## config.mk

```make
export PLATFORM = sky130hd
export DESIGN_NAME = ram_upload
export DESIGN_NICKNAME = d
export VERILOG_FILES = /design/src/rtl/ram_upload.sv
export SDC_FILE = /design/constraint.sdc
export NUM_CORES = 1
export LEC_CHECK = 0
export ABC_AREA = 1
export BUFFER_PORTS_ARGS = -buffer_cell sky130_fd_sc_hd__buf_4
export CORE_MARGIN = 2
export CORE_UTILIZATION = 40
export DETAILED_ROUTE_END_ITERATION = 8
export HOLD_SLACK_MARGIN = 0.08
export PLACE_DENSITY_LB_ADDON = 0.3
export SLEW_MARGIN = 30
export SYNTH_ARGS = -nofsm -noshare
export SYNTH_HDL_FRONTEND = slang
export SYNTH_SLANG_ARGS = --single-unit
export TNS_END_PERCENT = 30
```

## constraint.sdc

```tcl
create_clock -name clk_sys -period 3.8 [get_ports clk_sys]
set_clock_uncertainty 0.15 [all_clocks]
set_input_delay 0.57 -clock clk_sys [delete_from_list [all_inputs] [get_ports clk_sys]]
set_output_delay 0.57 -clock clk_sys [all_outputs]
set_load 0.05 [all_outputs]
```

## src/rtl/ram_upload.sv

```systemverilog
// Read-back responder for the HPS ioctl upload path: serves 16-bit words of CPU work RAM
// through a byte-wide secondary RAM port while the CPU is held off the RAM.
module ram_upload #(
   parameter int unsigned AW       = 11,
   parameter int unsigned RAM_SIZE = 2048,
   parameter logic [7:0]  INDEX    = 8'd4,
   parameter int unsigned RAM_LAT  = 1
) (
   input  logic          clk_sys,
   input  logic          reset,
   input  logic          ioctl_upload,
   input  logic [7:0]    ioctl_index,
   input  logic [26:0]   ioctl_addr,
   input  logic          ioctl_rd,
   output logic [15:0]   ioctl_din,
   output logic          ioctl_wait,
   output logic          cpu_hold,
   output logic [AW-1:0] ram_addr,
   output logic          ram_rd,
   input  logic [7:0]    ram_q
);

   localparam int unsigned   CW       = $clog2(RAM_LAT + 1);
   localparam logic [CW-1:0] LAT_LAST = CW'(RAM_LAT - 1);
   localparam logic [26:0]   SIZE_27  = 27'(RAM_SIZE);

   typedef enum logic [2:0] {
      StIdle,
      StRdLo,
      StWtLo,
      StRdHi,
      StWtHi
   } state_t;

   state_t        state_q, state_d;
   logic          pend_q, pend_d;
   logic          oor_q, oor_d;
   logic [AW-1:0] a_q, a_d;
   logic [7:0]    lo_q, lo_d;
   logic [CW-1:0] cnt_q, cnt_d;
   logic [15:0]   din_q, din_d;
   logic          wait_q, wait_d;
   logic          hold_q;
   logic [AW-1:0] raddr_q, raddr_d;
   logic          rrd_q, rrd_d;
   logic          sel;

   assign sel = ioctl_upload && (ioctl_index == INDEX);

   always_comb begin
      state_d = state_q;
      pend_d  = pend_q;
      oor_d   = oor_q;
      a_d     = a_q;
      lo_d    = lo_q;
      cnt_d   = cnt_q;
      din_d   = din_q;
      wait_d  = wait_q;
      raddr_d = raddr_q;
      rrd_d   = 1'b0;

      unique case (state_q)
         StIdle: begin
            // A strobe is latched first; the RAM access starts one edge later.
            if (!sel) begin
               pend_d = 1'b0;
            end else if (pend_q) begin
               pend_d = 1'b0;
               if (oor_q) begin
                  din_d = 16'hFFFF;
               end else begin
                  wait_d  = 1'b1;
                  raddr_d = a_q;
                  rrd_d   = 1'b1;
                  cnt_d   = '0;
                  state_d = StRdLo;
               end
            end else if (ioctl_rd) begin
               pend_d = 1'b1;
               a_d    = {ioctl_addr[AW-1:1], 1'b0};
               oor_d  = (ioctl_addr >= SIZE_27);
            end
         end
         StRdLo: state_d = StWtLo;
         StWtLo: begin
            if (cnt_q == LAT_LAST) begin
               lo_d    = ram_q;
               raddr_d = {a_q[AW-1:1], 1'b1};
               rrd_d   = 1'b1;
               cnt_d   = '0;
               state_d = StRdHi;
            end else begin
               cnt_d = cnt_q + 1'b1;
            end
         end
         StRdHi: state_d = StWtHi;
         StWtHi: begin
            if (cnt_q == LAT_LAST) begin
               din_d   = {ram_q, lo_q};
               wait_d  = 1'b0;
               state_d = StIdle;
            end else begin
               cnt_d = cnt_q + 1'b1;
            end
         end
         default: state_d = StIdle;
      endcase

      // Losing the session abandons the request without touching the response.
      if ((state_q != StIdle) && !sel) begin
         state_d = StIdle;
         wait_d  = 1'b0;
         rrd_d   = 1'b0;
         din_d   = din_q;
      end
   end

   always_ff @(posedge clk_sys or posedge reset) begin
      if (reset) begin
         state_q <= StIdle;
         pend_q  <= 1'b0;
         oor_q   <= 1'b0;
         a_q     <= '0;
         lo_q    <= '0;
         cnt_q   <= '0;
         din_q   <= '0;
         wait_q  <= 1'b0;
         hold_q  <= 1'b0;
         raddr_q <= '0;
         rrd_q   <= 1'b0;
      end else begin
         state_q <= state_d;
         pend_q  <= pend_d;
         oor_q   <= oor_d;
         a_q     <= a_d;
         lo_q    <= lo_d;
         cnt_q   <= cnt_d;
         din_q   <= din_d;
         wait_q  <= wait_d;
         hold_q  <= sel;
         raddr_q <= raddr_d;
         rrd_q   <= rrd_d;
      end
   end

   assign ioctl_din  = din_q;
   assign ioctl_wait = wait_q;
   assign cpu_hold   = hold_q;
   assign ram_addr   = raddr_q;
   assign ram_rd     = rrd_q;

endmodule

```

==> flow_metrics.py, run 1 <==
metrics = {
    "detailed_routing": {
        "routed_wl_um": 4910,
        "dr.pass1.iters": 6,
        "wl_per_cell_um": 11.6,
        "drt_iter0_drc": 61,
        "drc": 0,
        "vias": 1967,
        "ant_nets": 0,
        "avgViaCountPerCell": 4.65,
    },
    "synthesis": {
        "synth_area_um2": 2360,
        "ys_ff_latch": 53,
        "ys_seq_area_share_pct": 56.1,
        "synth-adder-area-share_pct": 0,
        "syn_inst": 279,
        "yosys_warnings": 0,
        "synth_compound_area_share_pct": 2.75,
        "avgSynthCellArea_um2": 8.47,
        "synth_top_family_by_area": "simple AND/OR/NAND/NOR gates",
        "synth.distinct_cells": 21,
        "synthXorXnorAreaFrac_pct": 0,
        "synthMuxAreaShare_pct": 0,
        "synth.net_count": 326,
        "synth_simple_gate_area_share_pct": 35.4,
    },
    "grt": {
        "gr-usage-met2_pct": 29.1,
        "grt_pass1_vias": 1925,
        "grt_overflow_total": 0,
        "grt-busiest-layer": "met2",
        "met3_usage_pct": 4.44,
        "grt_usage_pct": 16.7,
        "grt_first_pass_wirelength_um": 8510,
        "antenna_found_initial": 0,
        "use_met1_pct": 20.0,
        "grt_max_degree": 54,
    },
    "clocking": {
        "clock-sinks": 53,
        "post_cts_buffers": 0,
        "clock_latency_ns": 0.30,
        "clock_tree.buffer_depth": 2,
        "clkTransAtPathRegs_ns": 0.09,
        "cts_max_level": 2,
        "cts_hold_buf": 0,
        "numCtsBuffers": 5,
        "cts_root_buffer": "clkbuf_8",
        "cts_resized": 0,
        "cts_tree": "yes",
    },
    "placed_design": {
        "port_buffers": 75,
        "place_congestion": 0.796,
        "pre_cts_slack_ns": 1.30,
        "dpl.hpwl_um": 3550,
    },
    "finish": {
        "fillers": 546,
        "final_common_cell": "nand2_1",
        "final_nets": 397,
        "drive_gt1_share_pct": 29.9,
        "layout_common_cells": "104 x nand2_1, 75 x buf_4, 53 x dfrtp_1",
        "area_delta_synth_final_pct": 28.3,
        "num_antenna_cells": 0,
    },
    "timing": {
        "post-route-period-util_pct": 59.5,
        "setup_violations": 0,
        "slew_viol_final": 0,
        "period_needed_ns": 2.26,
        "slew-limit-headroom_pct": 38.1,
        "rsz0062_at_grt": "no",
        "fmax_mhz": 443,
        "worst_pin_slew_ns": 0.927,
        "hold_viol_final": 0,
        "setup_ws_ns": 1.54,
        "finalSetupTns_ns": 0,
    },
    "floorplanning": {
        "fp-row-count": 27,
        "initial_utilization_pct": 42.1,
        "core-area_um2": 5610,
        "design.die.area_um2": 6540,
        "ios": 77,
        "die_height_um": 80.9,
        "die_x_um": 80.9,
    },
    "worst_setup_path": {
        "r2r_end": "oor_q",
        "r2r_start": "state_q[1]",
        "worstPathArrival_ns": 2.30,
        "r2r_cells": 6,
        "crit_fanout": 12,
        "critical_path_class": "reg -> reg",
        "start_kind": "flop",
        "reg2reg_slack_ns": 1.54,
        "worstPathRequired_ns": 3.84,
        "end_kind": "flop",
    },
    "power": {
        "power_leakage_nw": 1.69,
        "ir_worst_vdd_uv": 162,
        "pwr_density_cell_nw_per_um2": 307,
    },
    "run_status": {
        "status": "finished, final reports clean",
    },
    "run": {
        "max-cap-violations": 0,
    },
    "worst_hold_path": {
        "hold_class": "in -> async",
    },
}
-- power by group --
part | switching (mW) | internal (mW)
Sequential | 0.00179 | 0.567
Clock | 0.170 | 0.128
Combinational | 0.0311 | 0.0349
Total | 0.203 | 0.730
-- stage by stage --
stage          util (%)  std cells  hold slack [ns]  area, um2  total power, mW
3_3_place_gp       52.6        415            0.299       2950            0.645
3_5_place_dp       52.6        415            0.303       2950            0.647
4_1_cts            54.1        423            0.223       3030            0.946
2_1_floorplan         -        279            0.292       2360            0.605
5_1_grt            54.1        423            0.254       3030            0.978
6_report           54.1        423            0.206       3030            0.932
-- area by class of cell --
type,instances,area [um2],area share (%)
Sequential cell,53,1330,43.7
Multi-Input combinational cell,197,901,29.7
Timing Repair Buffer,75,563,18.6
Tap cell,72,90.1,2.97
Clock buffer,6,72.6,2.39
Inverter,18,70.1,2.31
Clock inverter,2,10.0,0.330
-- state kept, by name, summed over array words and instances, names as in the netlist, 3 cells and up --
signal     flops
ioctl_din     16
ram_addr      11
a_q           10
lo_q           8
state_q        3
-- worst max-delay path, stage by stage, from the launching register on --
cell and delay (ns):
dfrtp_1 0.42, nor2_4 0.14, nand2_1 0.11, nor2_1 0.58, nand2_1 0.44, nor3_1 0.24, nor2_1 0.06
-- cells in the mapped netlist --
master	count	area share, %
o21a_1	2	0.64
nand4_1	4	1.1
a21oi_1	1	0.21
buf_4	1	0.32
nand2_1	104	17
buf_6	2	0.95
nor2_2	2	0.53
nand2_4	3	1.4
nor2_8	1	0.85
nor3_1	1	0.21
nor2_4	1	0.48
buf_2	7	1.5
or2_2	8	2.1
nor2_1	18	2.9
inv_2	3	0.48
inv_1	15	2.4
nand3_1	39	8.3
dfrtp_1	53	56
clkbuf_1	1	0.16
o21ai_0	9	1.9
nand2_2	4	1.1
-- logic make-up after synthesis --
group,Yosys count
buf+inv,29
compound gates,12
flops,53
simple gates,185
-- worst max path at each step --
stage | from | end
after floorplan | reset | a_q[10]
after global routing | state_q[1] | oor_q
after detailed placement | ioctl_index[7] | state_q[0]
after global placement | ioctl_index[7] | state_q[0]
final | state_q[1] | oor_q
after CTS | state_q[1] | oor_q
-- metal layers --
layer,routed length [um],part of all wire [%]
met4,44,0.90
met3,254,5.2
met2,2370,48
met1,2240,46
met5,0,0
(Power assumes the default switching activity.)
==> run 2: changes to the inputs <==
--- a/config.mk
+++ b/config.mk
@@ -5,7 +5,7 @@
 export SDC_FILE = /design/constraint.sdc
 export NUM_CORES = 1
 export LEC_CHECK = 0
-export ABC_AREA = 1
+export ABC_AREA = 0
 export BUFFER_PORTS_ARGS = -buffer_cell sky130_fd_sc_hd__buf_4
 export CORE_MARGIN = 2
 export CORE_UTILIZATION = 40
==> constraint.sdc (replaced) <==
create_clock -name clk_sys -period 2.12 [get_ports clk_sys]
set_clock_uncertainty 0.15 [all_clocks]
set_input_delay 0.318 -clock clk_sys [delete_from_list [all_inputs] [get_ports clk_sys]]
set_output_delay 0.318 -clock clk_sys [all_outputs]
set_load 0.05 [all_outputs]
==> run 2 against run 1 <==
The flow now finishes with violations (negative setup slack). Register-to-register slack lost 1.3 ns. Clock-buffer cell count is the same. Global-route usage shrank 1.7 points. Final area grew 5.1%. Core utilization grew 4.2 points. Largest power group unchanged.
==> flow_metrics.py, run 2 <==
metrics = {
    "run_status": {
        "status": "finished, violations left",
        "violations": "negative setup slack",
    },
    "power": {
        "p_total_mw": 1.69,
        "ir_worst_vdd_uv": 353,
        "power_leakage_nw": 1.64,
        "pwr_density_cell_nw_per_um2": 531,
    },
    "timing": {
        "slew-limit-headroom_pct": 74.8,
        "setup_ws_ns": -0.128,
        "hold_slack_ns": 0.0982,
        "rsz0062_at_grt": "yes",
        "worst_pin_slew_ns": 0.369,
        "hold_viol_final": 0,
        "fmax_mhz": 445,
        "slew_viol_final": 0,
        "period_needed_ns": 2.25,
        "post-route-period-util_pct": 106,
        "setup_violations": 27,
    },
    "worst_setup_path": {
        "reg2reg_slack_ns": 0.21,
        "critical_path_class": "in -> reg",
        "worstPathRequired_ns": 2.16,
        "end_kind": "flop",
        "crit_fanout": 8,
        "worstPathArrival_ns": 2.29,
        "start_kind": "input port",
    },
    "floorplanning": {
        "die_height_um": 78.9,
        "design.die.area_um2": 6220,
        "core-area_um2": 5470,
        "ios": 77,
        "fp-row-count": 27,
        "die_x_um": 78.9,
        "initial_utilization_pct": 41.0,
    },
    "synthesis": {
        "synth_enable_flop_cells": 0,
        "synth_top_area_cell": "dfrtp_1",
        "synth.most_common_cell": "dfrtp_1",
        "avgSynthCellArea_um2": 14.3,
        "ys_seq_area_share_pct": 59.2,
        "yosys_warnings": 0,
        "synth.area.top_cells": "dfrtp_1 59%, mux2_2 18%, mux2_4 6.7%",
        "synth.cells.most_frequent": "53 x dfrtp_1, 35 x mux2_2, 17 x nand2b_1, 10 x mux2_4, 6 x nor4_1",
        "syn_inst": 157,
        "synth.distinct_cells": 26,
        "async_flop_share_pct": 100,
        "synth_ff_type": "dfrtp_1",
        "synth.net_count": 204,
        "ys_ff_latch": 53,
        "synth_top_area_share_pct": 59.2,
        "synth_area_um2": 2240,
    },
    "finish": {
        "layout_common_cells": "83 x buf_4, 53 x dfrtp_1, 32 x mux2_2",
        "final_nets": 298,
        "area_delta_synth_final_pct": 42.2,
        "final_area_um2": 3190,
        "final_cells": 324,
        "final_common_cell": "buf_4",
        "num_antenna_cells": 0,
        "utilization_pct": 58.3,
        "largest_register_ff_count": 16,
        "drive_gt1_share_pct": 59.1,
    },
    "clocking": {
        "clkTransAtPathRegs_ns": 0.09,
        "cts_tree": "yes",
        "cts_max_level": 2,
        "clock_latency_ns": 0.30,
        "cts_root_buffer": "clkbuf_8",
        "clock_tree.buffer_depth": 2,
        "numCtsBuffers": 5,
        "clock-sinks": 53,
    },
    "grt": {
        "antenna_found_initial": 0,
        "grt_first_pass_wirelength_um": 7390,
        "grt_max_degree": 54,
        "grt_pass1_vias": 1617,
        "grt_usage_pct": 15.0,
        "grt_overflow_total": 0,
    },
    "placed_design": {
        "detailed_place.area_um2": 2950,
        "dpl.hpwl_um": 3080,
        "dp.cells": 305,
        "place_congestion": 0.731,
        "port_buffers": 75,
    },
    "worst_hold_path": {
        "hold_class": "in -> reg",
    },
    "detailed_routing": {
        "wl_per_cell_um": 13.9,
        "drt_iter0_drc": 66,
        "dr.pass1.iters": 4,
        "ant_nets": 0,
        "drc": 0,
        "routed_wl_um": 4490,
        "vias": 1593,
        "avgViaCountPerCell": 4.92,
    },
    "run": {
        "max-cap-violations": 0,
    },
}
==> run 2: layout make-up <==
cell class              count  area (um2)
clock buffers               6        72.6
clock inverters             2        15.0
fillers                   502        2280
inverters                   5        18.8
multi-input cells          91         898
flip-flops and latches     53        1330
well taps                  72        90.1
repair buffers             95         767
==> run 2: final timing paths <==
kind | cells after the start | end | startpoint
max | 6 | ioctl_din[5] | ioctl_index[4]
min | 2 | a_q[10] | ioctl_addr[10]
max reg2reg | 4 | a_q[3] | state_q[2]
min reg2reg | 1 | ram_addr[2] | a_q[2]
max in group asynchronous | 4 | lo_q[2] | reset
min in group asynchronous | 4 | a_q[3] | reset
==> run 2: report_power, final <==
group	internal, mW	total (mW)	switching (mW)
clock network	0.233	0.555	0.321
registers	1.02	1.02	0.00324
logic	0.0777	0.118	0.0400
total	1.33	1.69	0.365
==> run 2: cell families after synthesis <==
logic type / after synthesis / synth area share [%]
multiplexers: 45 / 24.3
XOR/XNOR: 1 / 0.391
buffers and inverters: 14 / 3.52
flip-flops: 53 / 59.2
AO/OA/AOI/OAI: 8 / 2.51
AND/OR/NAND/NOR: 36 / 10.2
==> run 2: repair_timing <==
item	4_1_cts	5_1_grt
resized for setup	5	8
setup buffers	2	1
hold buffers	1	6
cloned	1	0
pin swaps	4	1
hold endpoints to repair	53	6
endpoints found under the setup margin	27	28
==> run 2: metal layers <==
| metal | vias to the layer above | global-route usage, % | wire length (um) |
|---|---|---|---|
| li1 | 741 | - | - |
| met1 | 802 | 19.4 | 1930 |
| met2 | 45 | 24.4 | 2260 |
| met3 | 5 | 5.23 | 266 |
| met4 | 0 | 3.28 | 36 |
| met5 | - | 0 | 0 |
==> run 2: worst max-delay path, cell delays in order <==
cell and delay, ns:
buf_6 0.09, or4b_4 0.52, or3_4 0.39, buf_4 0.15
or4_4 0.50, mux2_4 0.32
==> run 2: stage by stage <==
stage | setup WS [ns] | TNS, ns
after floorplan | -0.498 | -12.43
after global placement | -0.517 | -14.84
after detailed placement | -0.521 | -15.07
after CTS | -0.170 | -2.68
after global routing | -0.138 | -2.53
final | -0.128 | -1.90
